### src/rtl/twiddle_addr_gen_pkg.sv
// Shared FFT package: twiddle-select encoding used between the address
// generator and the quarter-table twiddle converter, plus multiplier pipeline depth.
package twiddle_addr_gen_pkg;

  localparam logic [1:0] SEL_W0 = 2'd0;
  localparam logic [1:0] SEL_W2 = 2'd1;
  localparam logic [1:0] SEL_W1 = 2'd2;
  localparam logic [1:0] SEL_W3 = 2'd3;

  function automatic int unsigned tw_pipe_latency();
    return 2;
  endfunction

endpackage

### src/rtl/twiddle_index_counter.sv
// Sample index counter for one LOG_M-point sub-transform; sync forces the
// current sample to index 0 and restarts the count from there.
module twiddle_index_counter #(
  parameter int LOG_M = 6
) (
  input  logic             clock,
  input  logic             reset,
  input  logic             en_i,
  input  logic             sync_i,
  output logic [LOG_M-1:0] idx_o,
  output logic             first_o,
  output logic             last_o
);

  logic [LOG_M-1:0] n_q;
  logic [LOG_M-1:0] n_d;
  logic [LOG_M-1:0] idx;

  assign idx = sync_i ? '0 : n_q;

  // Natural LOG_M-bit wrap gives M-1 -> 0 with no idle cycle.
  always_comb begin
    n_d = n_q;
    if (en_i) begin
      n_d = idx + {{(LOG_M-1){1'b0}}, 1'b1};
    end else if (sync_i) begin
      n_d = '0;
    end
  end

  always_ff @(posedge clock) begin
    if (reset) begin
      n_q <= '0;
    end else begin
      n_q <= n_d;
    end
  end

  assign idx_o   = idx;
  assign first_o = (idx == '0);
  assign last_o  = &idx;

endmodule

### src/rtl/twiddle_addr_gen.sv
// Twiddle-number sequencer for the R2^2 SDF inter-stage multiplier: turns the
// sample index into W_N^k, k = num * sel, through a fixed 2-stage pipeline.
module twiddle_addr_gen
  import twiddle_addr_gen_pkg::*;
#(
  parameter int LOG_N = 6,
  parameter int LOG_M = 6
) (
  input  logic             clock,
  input  logic             reset,
  input  logic             di_en,
  input  logic             sync,
  output logic             tw_en,
  output logic [LOG_N-1:0] tw_addr,
  output logic             tw_unity,
  output logic             tw_first,
  output logic             tw_last
);

  logic [LOG_M-1:0] idx;
  logic             idx_first;
  logic             idx_last;
  logic [1:0]       sel;
  logic [LOG_N-1:0] num;

  twiddle_index_counter #(.LOG_M(LOG_M)) u_index_counter (
    .clock   (clock),
    .reset   (reset),
    .en_i    (di_en),
    .sync_i  (sync),
    .idx_o   (idx),
    .first_o (idx_first),
    .last_o  (idx_last)
  );

  // Top two index bits swapped give the quadrant multiplier 0,2,1,3.
  assign sel = {idx[LOG_M-2], idx[LOG_M-1]};

  generate
    if (LOG_M > 2) begin : g_num
      assign num = {{(LOG_N-LOG_M+2){1'b0}}, idx[LOG_M-3:0]} << (LOG_N-LOG_M);
    end else begin : g_num_zero
      assign num = '0;
    end
  endgenerate

  logic             s1_en_q,    s1_en_d;
  logic [LOG_N-1:0] s1_num_q,   s1_num_d;
  logic [1:0]       s1_sel_q,   s1_sel_d;
  logic             s1_first_q, s1_first_d;
  logic             s1_last_q,  s1_last_d;

  always_comb begin
    s1_en_d    = di_en;
    s1_num_d   = s1_num_q;
    s1_sel_d   = s1_sel_q;
    s1_first_d = s1_first_q;
    s1_last_d  = s1_last_q;
    if (di_en) begin
      s1_num_d   = num;
      s1_sel_d   = sel;
      s1_first_d = idx_first;
      s1_last_d  = idx_last;
    end
  end

  always_ff @(posedge clock) begin
    if (reset) begin
      s1_en_q    <= 1'b0;
      s1_num_q   <= '0;
      s1_sel_q   <= '0;
      s1_first_q <= 1'b0;
      s1_last_q  <= 1'b0;
    end else begin
      s1_en_q    <= s1_en_d;
      s1_num_q   <= s1_num_d;
      s1_sel_q   <= s1_sel_d;
      s1_first_q <= s1_first_d;
      s1_last_q  <= s1_last_d;
    end
  end

  // num * sel with a 2-bit sel is a shift-and-add; the result never exceeds N-1.
  logic [LOG_N-1:0] prod;
  assign prod = (s1_sel_q[0] ? s1_num_q : '0)
              + (s1_sel_q[1] ? {s1_num_q[LOG_N-2:0], 1'b0} : '0);

  logic             en_q,    en_d;
  logic [LOG_N-1:0] addr_q,  addr_d;
  logic             unity_q, unity_d;
  logic             first_q, first_d;
  logic             last_q,  last_d;

  always_comb begin
    en_d    = s1_en_q;
    addr_d  = addr_q;
    unity_d = unity_q;
    first_d = first_q;
    last_d  = last_q;
    if (s1_en_q) begin
      addr_d  = prod;
      unity_d = (prod == '0);
      first_d = s1_first_q;
      last_d  = s1_last_q;
    end
  end

  always_ff @(posedge clock) begin
    if (reset) begin
      en_q    <= 1'b0;
      addr_q  <= '0;
      unity_q <= 1'b0;
      first_q <= 1'b0;
      last_q  <= 1'b0;
    end else begin
      en_q    <= en_d;
      addr_q  <= addr_d;
      unity_q <= unity_d;
      first_q <= first_d;
      last_q  <= last_d;
    end
  end

  assign tw_en    = en_q;
  assign tw_addr  = addr_q;
  assign tw_unity = unity_q;
  assign tw_first = first_q;
  assign tw_last  = last_q;

endmodule

### config.mk
export PLATFORM = sky130hd
export DESIGN_NAME = twiddle_addr_gen
export DESIGN_NICKNAME = d
export VERILOG_FILES = /design/src/rtl/twiddle_addr_gen_pkg.sv /design/src/rtl/twiddle_index_counter.sv /design/src/rtl/twiddle_addr_gen.sv
export SDC_FILE = /design/constraint.sdc
export NUM_CORES = 1
export LEC_CHECK = 0
export CORE_ASPECT_RATIO = 1.1
export CORE_MARGIN = 1
export CORE_UTILIZATION = 35
export CTS_BUF_LIST = sky130_fd_sc_hd__clkbuf_16
export DETAILED_ROUTE_END_ITERATION = 8
export GPL_ROUTABILITY_DRIVEN = 0
export PLACE_DENSITY = 0.64
export SYNTH_ARGS = -nofsm -noshare
export SYNTH_HDL_FRONTEND = slang
export SYNTH_SLANG_ARGS = --single-unit
### constraint.sdc
create_clock -name clock -period 1.66 [get_ports clock]
set_input_delay 0.332 -clock clock [delete_from_list [all_inputs] [get_ports clock]]
set_output_delay 0.332 -clock clock [all_outputs]
set_load 0.005 [all_outputs]
==> impl_metrics.json, run 1 <==
{
  "portBuffers": 13,
  "grt_pass1_vias": 907,
  "power_frac_seq": 0.505,
  "yosysSeqAreaShare": 0.424,
  "clk_path_buf_depth": 2,
  "r2r_cells": 7,
  "tightest_slew_ns": 0.338,
  "wire_per_inst_um": 12.2,
  "ys_top_cells_by_area": "dfxtp_1 (42%), mux2i_1 (6.8%), ha_1 (5.3%), nor2_1 (5.1%), nand2b_1 (4.2%)",
  "p_sw_frac": 0.199,
  "start_util": 0.378,
  "maxCapViolCount": 0,
  "clkTransAtPathRegs_ns": 0.06,
  "synth.top_cell.area_share": 0.424,
  "cts_tree": "yes",
  "regToRegSetupSlack_ns": -0.001,
  "dp_cells": 182,
  "max_clock_freq_mhz": 602,
  "required_ns": 1.81,
  "final_core_util": 0.503,
  "ant_nets": 0,
  "yosys-top-cells-count": "dfxtp_1 (25), nor2_1 (16), a21oi_1 (8), mux2i_1 (8), nand2b_1 (8)",
  "fin_setup_tns_ns": -0.00135,
  "async_flop_share": 0,
  "yosysMostFrequentCell": "dfxtp_1",
  "grt_overflow": 0,
  "synth_flop_cell": "dfxtp_1",
  "synth_cell_type_count": 35,
  "p_per_area_nw_per_um2": 780,
  "first_iter_violations": 23,
  "post-route-min-period_ns": 1.66,
  "routed_via_density": 4.82,
  "cts-root-buf": "clkbuf_16",
  "drc": 1,
  "cp_max_fo": 2,
  "critPathLaunchType": "register",
  "yosysWarnings": 0,
  "finalHoldViolCount": 0,
  "reg2reg_from": "s1_num_q[1]",
  "cp-startpoint": "s1_num_q[1]",
  "intPower_uw": 983,
  "synth_nets": 136,
  "grt_start_max_net_pins": 25,
  "synth_area_um2": 1180,
  "worst_slack_ns": -0.00135,
  "synthCells": 126,
  "antenna_found_initial": 0,
  "clock-sinks": 25,
  "arrival_ns": 1.81,
  "core_area_um2": 3130,
  "slew_viol_final": 0,
  "ys_ff_latch": 25,
  "antenna_cells": 0,
  "numCtsBuffers": 3,
  "final_cells": 186,
  "synth_top_area_cell": "dfxtp_1",
  "dp_hpwl_um": 1660,
  "die_w_um": 57.4,
  "holdWs_ns": 0.472,
  "violations": "DRC, setup timing",
  "io_pins": 14,
  "synth_edf_count": 0,
  "rsz0062_at_grt": "true",
  "grtUsageTotal": 0.143,
  "setup_violations": 1,
  "cp-endpoint": "tw_unity",
  "area_delta_synth_final_pct": 33.2,
  "nets": 163,
  "p_leak_uw": 0.000689,
  "p_switching_uw": 244,
  "dieArea_um2": 3610,
  "final_layout_size_suffix_gt1_frac": 0.257,
  "grt_first_pass_wirelength_um": 3970,
  "relSlewSlack": 0.774,
  "ctsHoldBuffers": 0,
  "clkPwrFrac": 0.423,
  "hold_class": "register to register",
  "end_kind": "register",
  "die_h_um": 62.9,
  "vias": 897,
  "rows": 21,
  "drtPass1Iterations": 6,
  "fin_skew_ns": 0.00118,
  "routed_wl_um": 2260,
  "outcome": "complete, but fails checks",
  "ir_drop_mv": 0.686,
  "crit_type": "register to register",
  "r2r_end": "tw_unity",
  "avgSynthCellArea_um2": 9.37,
  "post-route-period-util": 1.00,
  "htreeDepth": 1,
  "clk_latency_ns": 0.25,
  "combPwrFrac": 0.072
}
power by group through the flow:
| stage | clock network (uW) | registers [uW] | logic, uW |
|---|---|---|---|
| final | 519 | 620 | 88.2 |
| after global routing | 565 | 621 | 96.8 |
| after CTS | 533 | 620 | 88.2 |
| after detailed placement | 0 | 633 | 87.4 |
| after global placement | 0 | 632 | 86.2 |
| after floorplan | 0 | 631 | 51.8 |
layout make-up:
cell class,instances,area (um^2)
timing repair buffer,29,250
clock buffer,3,75.1
tap,34,42.5
fill,299,1550
clock inverter,1,3.75
inverter,7,26.3
multi-input combinational,87,669
sequential,25,505
worst max-delay path, stage by stage (launching register included):
cell and delay (ns):
dfxtp_2 0.32, and2_4 0.15, ha_4 0.13, inv_2 0.03, fa_2 0.36, xnor2_2 0.15
and4bb_1 0.23, a31o_2 0.19
registers in the layout, indices dropped and copies added (netlist names):
| register | cells |
|---|---|
| en_d | 1 |
| s1_first_q | 1 |
| s1_last_q | 1 |
| s1_num_q | 4 |
| s1_sel_q | 2 |
| tw_addr | 6 |
| tw_en | 1 |
| tw_first | 1 |
| tw_last | 1 |
| tw_unity | 1 |
| u_index_counter.n_q | 6 |
cells by family after synthesis:
group                      after synthesis  synth area share
muxes                                    9            0.0773
xor gates and xnor gates                 7            0.0519
buffers and inverters                   14            0.0572
adders and majority gates                6            0.0699
and+or+nand+nor                         51             0.248
DFF                                     25             0.424
AOI/OAI and AO/OA                       14            0.0720
what timing repair did:
action	CTS	global route
gates resized for setup	4	3
pin swaps	6	1
setup buffers	0	0
endpoints found under the setup margin	2	4
endpoints found under the hold margin	0	0
per-stage QoR:
stage / instance area [um^2] / setup WS [ns] / power (uW)
2_1_floorplan: 1200 / -0.0176 / 683
5_1_grt: 1570 / -0.110 / 1280
3_3_place_gp: 1460 / -0.0801 / 718
4_1_cts: 1550 / -0.00828 / 1240
3_5_place_dp: 1460 / -0.143 / 721
6_report: 1570 / -0.00135 / 1230
how the worst min path moves through the flow:
| stage | slack (ns) | cells after the start | endpoint | startpoint |
|---|---|---|---|---|
| finish | 0.47 | 2 | s1_first_q | s1_first_q |
| global route | 0.49 | 2 | s1_last_q | s1_last_q |
| global placement | 0.46 | 2 | s1_first_q | s1_first_q |
| CTS | 0.47 | 2 | s1_first_q | s1_first_q |
| floorplan | 0.40 | 1 | u_index_counter.n_q[5] | sync |
| detailed placement | 0.46 | 2 | s1_first_q | s1_first_q |
per-layer routing:
layer  vias to the layer above  part of all wire  GRT usage  routed length, um
li1                        467                 -          -                  -
met3                         4             0.045     0.0559                101
met5                         -                 0          0                  0
met2                        20              0.51      0.240               1160
met4                         0             0.015     0.0579                 34
met1                       406              0.43      0.159                965
placed cells by master (no fill, tap or decap), types with 3 or more instances in the layout:
master / count
dfxtp_1: 21
nand2b_1: 8
clkbuf_16: 3
dfxtp_2: 4
xor2_1: 3
ha_1: 3
buf_4: 16
mux2i_1: 8
a21oi_1: 7
clkdlybuf4s50_1: 13
nor2_1: 16
nand2_1: 5
inv_1: 7
(Power assumes the default switching activity.)
==> run 2: changes to the inputs <==
- CORE_MARGIN: 1 -> default
- REMOVE_ABC_BUFFERS: default -> 1
==> run 2 against run 1 <==
The flow still finishes with violations (DRC, setup timing). Core utilization is 0.56 points lower. Routed wire length fell by 1.7%. Cell count did not move. Register-to-register slack got worse by 0.06 ns. Largest cell class unchanged. Largest power group unchanged.
==> impl_metrics.json, run 2 (synthesized netlist as in run 1, its figures left out) <==
{
  "post-route-period-util": 1.03,
  "tightest_slew_ns": 0.283,
  "cts_tree": "yes",
  "vias": 902,
  "rows": 21,
  "slew_viol_final": 0,
  "final_layout_size_suffix_gt1_frac": 0.243,
  "drtPass1Iterations": 6,
  "first_iter_violations": 16,
  "worst_slack_ns": -0.0578,
  "clkTransAtPathRegs_ns": 0.06,
  "grt_first_pass_wirelength_um": 3970,
  "grt_pass1_vias": 936,
  "cts-root-buf": "clkbuf_16",
  "holdWs_ns": 0.468,
  "layout_commonest_cell": "dfxtp_1",
  "numCtsBuffers": 3,
  "ant_nets": 0,
  "critPathLaunchType": "register",
  "clock-sinks": 25,
  "wire_per_inst_um": 11.9,
  "grt_start_max_net_pins": 17,
  "hold_class": "primary input to register",
  "postCtsSetupBuffers": 0,
  "grt_overflow": 0,
  "p_per_area_nw_per_um2": 804,
  "htreeDepth": 1,
  "relSlewSlack": 0.811,
  "dp_hpwl_um": 1710,
  "io_pins": 14,
  "routed_via_density": 4.85,
  "fin_area_um2": 1560,
  "drc": 2,
  "die_h_um": 62.9,
  "crit_type": "register to register",
  "p_leak_uw": 0.000689,
  "arrival_ns": 1.87,
  "portBuffers": 13,
  "final_cell_mix": "dfxtp_1 (21), nor2_1 (16), buf_4 (16)",
  "n_fill_cell": 308,
  "dieArea_um2": 3610,
  "required_ns": 1.82,
  "area_delta_synth_final_pct": 31.7,
  "max_clock_freq_mhz": 582,
  "die_w_um": 57.4,
  "rsz0062_at_grt": "true",
  "outcome": "complete, but fails checks",
  "start_util": 0.378,
  "grtUsageTotal": 0.142,
  "regToRegSetupSlack_ns": -0.06,
  "routed_wl_um": 2220,
  "fin_skew_ns": 0.00379,
  "violations": "DRC, setup timing",
  "finalHoldViolCount": 0,
  "clk_latency_ns": 0.26,
  "setup_violations": 2,
  "ir_drop_mv": 0.406,
  "core_area_um2": 3130,
  "end_kind": "register",
  "antenna_cells": 0,
  "ctsHoldBuffers": 0,
  "maxCapViolCount": 0,
  "clk_path_buf_depth": 2,
  "final_core_util": 0.497,
  "nets": 163,
  "cp_max_fo": 2,
  "antenna_found_initial": 0,
  "post-route-min-period_ns": 1.72,
  "placed_area_um2": 1430
}
## run 2: worst max-delay path: stages (launching register included)
cell	delay, ns
dfxtp_2	0.33
and2_4	0.15
ha_4	0.13
inv_2	0.04
fa_2	0.38
xnor2_2	0.17
and4bb_1	0.20
a31o_2	0.22
## run 2: area by class of cell
type / instances / area (um^2) / area share
multi-input combinational: 87 / 646 / 0.415
tap: 34 / 42.5 / 0.0274
sequential: 25 / 505 / 0.325
timing repair buffer: 29 / 253 / 0.163
inverter: 7 / 26.3 / 0.0169
clock buffer: 3 / 75.1 / 0.0483
clock inverter: 1 / 7.51 / 0.00483
## run 2: per-layer routing
layer / global-route usage / up-vias / share of wire
met4: 0.0945 / 0 / 0.033
li1: - / 464 / -
met5: 0 / - / 0
met3: 0.0290 / 7 / 0.035
met1: 0.165 / 409 / 0.45
met2: 0.233 / 22 / 0.48
## run 2: what timing repair did
item / CTS / global route
cloned: 0 / 0
gates resized for setup: 12 / 2
endpoints found under the setup margin: 2 / 5
pin swaps: 8 / 3
## run 2: report_power, final
part / leakage (uW) / switching (uW) / internal [uW]
sequential: 0.000205 / 6.88 / 612
combinational: 0.000447 / 39.1 / 49.9
clock: 0.0000371 / 216 / 327
## run 2: stage by stage
stage          worst slack (ns)  cells  TNS, ns  power (uW)
2_1_floorplan            -0.139    119   -0.139         664
3_3_place_gp             -0.159    182   -0.439         719
3_5_place_dp             -0.180    182   -0.672         721
4_1_cts                 -0.0551    186  -0.0938        1270
5_1_grt                  -0.108    186   -0.251        1300
6_report                -0.0578    186  -0.0893        1250
## run 2: worst paths after layout
check	startpoint	endpoint	cells past startpoint
setup reg to reg	s1_sel_q[1]	tw_unity	7
hold / removal	sync	s1_num_q[3]	3
hold reg to reg	tw_addr[0]	tw_addr[0]	2
setup / recovery	s1_sel_q[1]	tw_unity	7
==> run 3: changes to the inputs <==
- CORE_MARGIN: default -> 4
==> run 3 against run 2 <==
The flow now finishes without violations. Worst setup slack better by 0.064 ns. Global-route usage down 2.8 points. First-iteration DRC count up 94%. Largest cell class unchanged.
==> impl_metrics.json, run 3 (synthesized netlist as in run 1, its figures left out) <==
{
  "outcome": "finished, final reports clean",
  "rows": 21,
  "clk_latency_ns": 0.26,
  "grt_overflow": 0,
  "rsz0062_at_grt": "true",
  "relSlewSlack": 0.748,
  "p_switching_uw": 259,
  "p_per_area_nw_per_um2": 782,
  "setup_violations": 0,
  "cts_tree": "yes",
  "dp_hpwl_um": 1760,
  "placed_area_um2": 1430,
  "ant_nets": 0,
  "fin_area_um2": 1600,
  "routed_via_density": 4.91,
  "antenna_cells": 0,
  "required_ns": 1.82,
  "drc": 0,
  "vias": 923,
  "crit_type": "register to register",
  "core_area_um2": 3150,
  "die_h_um": 68.9,
  "grt_start_max_net_pins": 16,
  "htreeDepth": 1,
  "combPwrFrac": 0.071,
  "finalHoldViolCount": 0,
  "fin_skew_ns": 0.00340,
  "grt_first_pass_wirelength_um": 3860,
  "cp_max_fo": 2,
  "maxCapViolCount": 0,
  "clk_path_buf_depth": 2,
  "cts-root-buf": "clkbuf_16",
  "io_pins": 14,
  "grtUsageTotal": 0.114,
  "dp_cells": 182,
  "first_iter_violations": 31,
  "intPower_uw": 989,
  "arrival_ns": 1.81,
  "start_util": 0.375,
  "antenna_found_initial": 0,
  "post-route-period-util": 0.996,
  "final_cell_mix": "dfxtp_1 (21), buf_4 (18), nor2_1 (16)",
  "final_layout_size_suffix_gt1_frac": 0.273,
  "clkTransAtPathRegs_ns": 0.06,
  "slew_viol_final": 0,
  "numCtsBuffers": 3,
  "nets": 165,
  "dieArea_um2": 4370,
  "max_clock_freq_mhz": 605,
  "p_sw_frac": 0.208,
  "power_frac_seq": 0.496,
  "area_delta_synth_final_pct": 35.1,
  "p_total_uw": 1250,
  "routed_wl_um": 2320,
  "ir_drop_mv": 0.484,
  "grt_pass1_vias": 902,
  "drtPass1Iterations": 2,
  "tightest_slew_ns": 0.377,
  "die_w_um": 63.4,
  "clkPwrFrac": 0.432,
  "clock-sinks": 25,
  "critPathLaunchType": "register",
  "final_cells": 188,
  "post-route-min-period_ns": 1.65,
  "p_leak_uw": 0.000699,
  "layout_commonest_cell": "dfxtp_1",
  "wire_per_inst_um": 12.4,
  "end_kind": "register",
  "portBuffers": 13,
  "hold_class": "register to register"
}
==> run 3: final cells by class <==
type / count / area, um^2
clock buffers: 3 / 75.1
clock inverters: 1 / 7.51
fillers: 295 / 1560
inverters: 7 / 26.3
multi-input cells: 87 / 673
flip-flops and latches: 25 / 505
well taps: 34 / 42.5
repair buffers: 31 / 265
==> run 3: per-layer routing <==
layer,global-route usage,share of wire
met5,0,0
met4,0.0404,0.0090
met1,0.125,0.44
met3,0.0357,0.032
met2,0.211,0.51
==> run 3: path summary, 6_finish.rpt <==
check | startpoint | end | slack [ns] | cells past startpoint
worst min-delay path | tw_addr[0] | tw_addr[0] | 0.47 | 2
worst max register to register | s1_num_q[0] | tw_unity | 0.006 | 7
worst max-delay path | s1_num_q[0] | tw_unity | 0.006 | 7
worst min register to register | tw_addr[0] | tw_addr[0] | 0.47 | 2
==> run 3: power by group through the flow <==
stage          sequential (uW)  clock [uW]  combinational [uW]
2_1_floorplan              634           0                30.2
3_3_place_gp               632           0                87.4
3_5_place_dp               633           0                88.2
4_1_cts                    620         555                88.8
5_1_grt                    621         580                95.8
6_report                   620         540                88.9
==> run 3: stage by stage <==
stage,worst slack [ns],util,hold slack [ns],setup TNS (ns)
2_1_floorplan,-0.139,-,0.401,-0.139
3_5_place_dp,-0.180,0.454,0.461,-0.692
3_3_place_gp,-0.151,0.454,0.463,-0.397
5_1_grt,-0.0607,0.506,0.508,-0.105
6_report,0.00627,0.506,0.472,0
4_1_cts,-0.0393,0.498,0.473,-0.0394
==> run 3: what timing repair did <==
action                     in CTS  in global routing
hold buffers                    0                  0
hold endpoints to repair        0                  0
gates resized for setup        14                  3
buffers inserted                1                  2
setup endpoints to repair       3                  3
pin swaps                       6                  7
==> run 3: worst max-delay path, stage by stage, from the launching register on <==
cell,delay (ns)
dfxtp_2,0.33
and2_4,0.15
ha_4,0.12
inv_2,0.03
fa_2,0.36
xnor2_2,0.15
and4bb_1,0.23
a31o_2,0.19
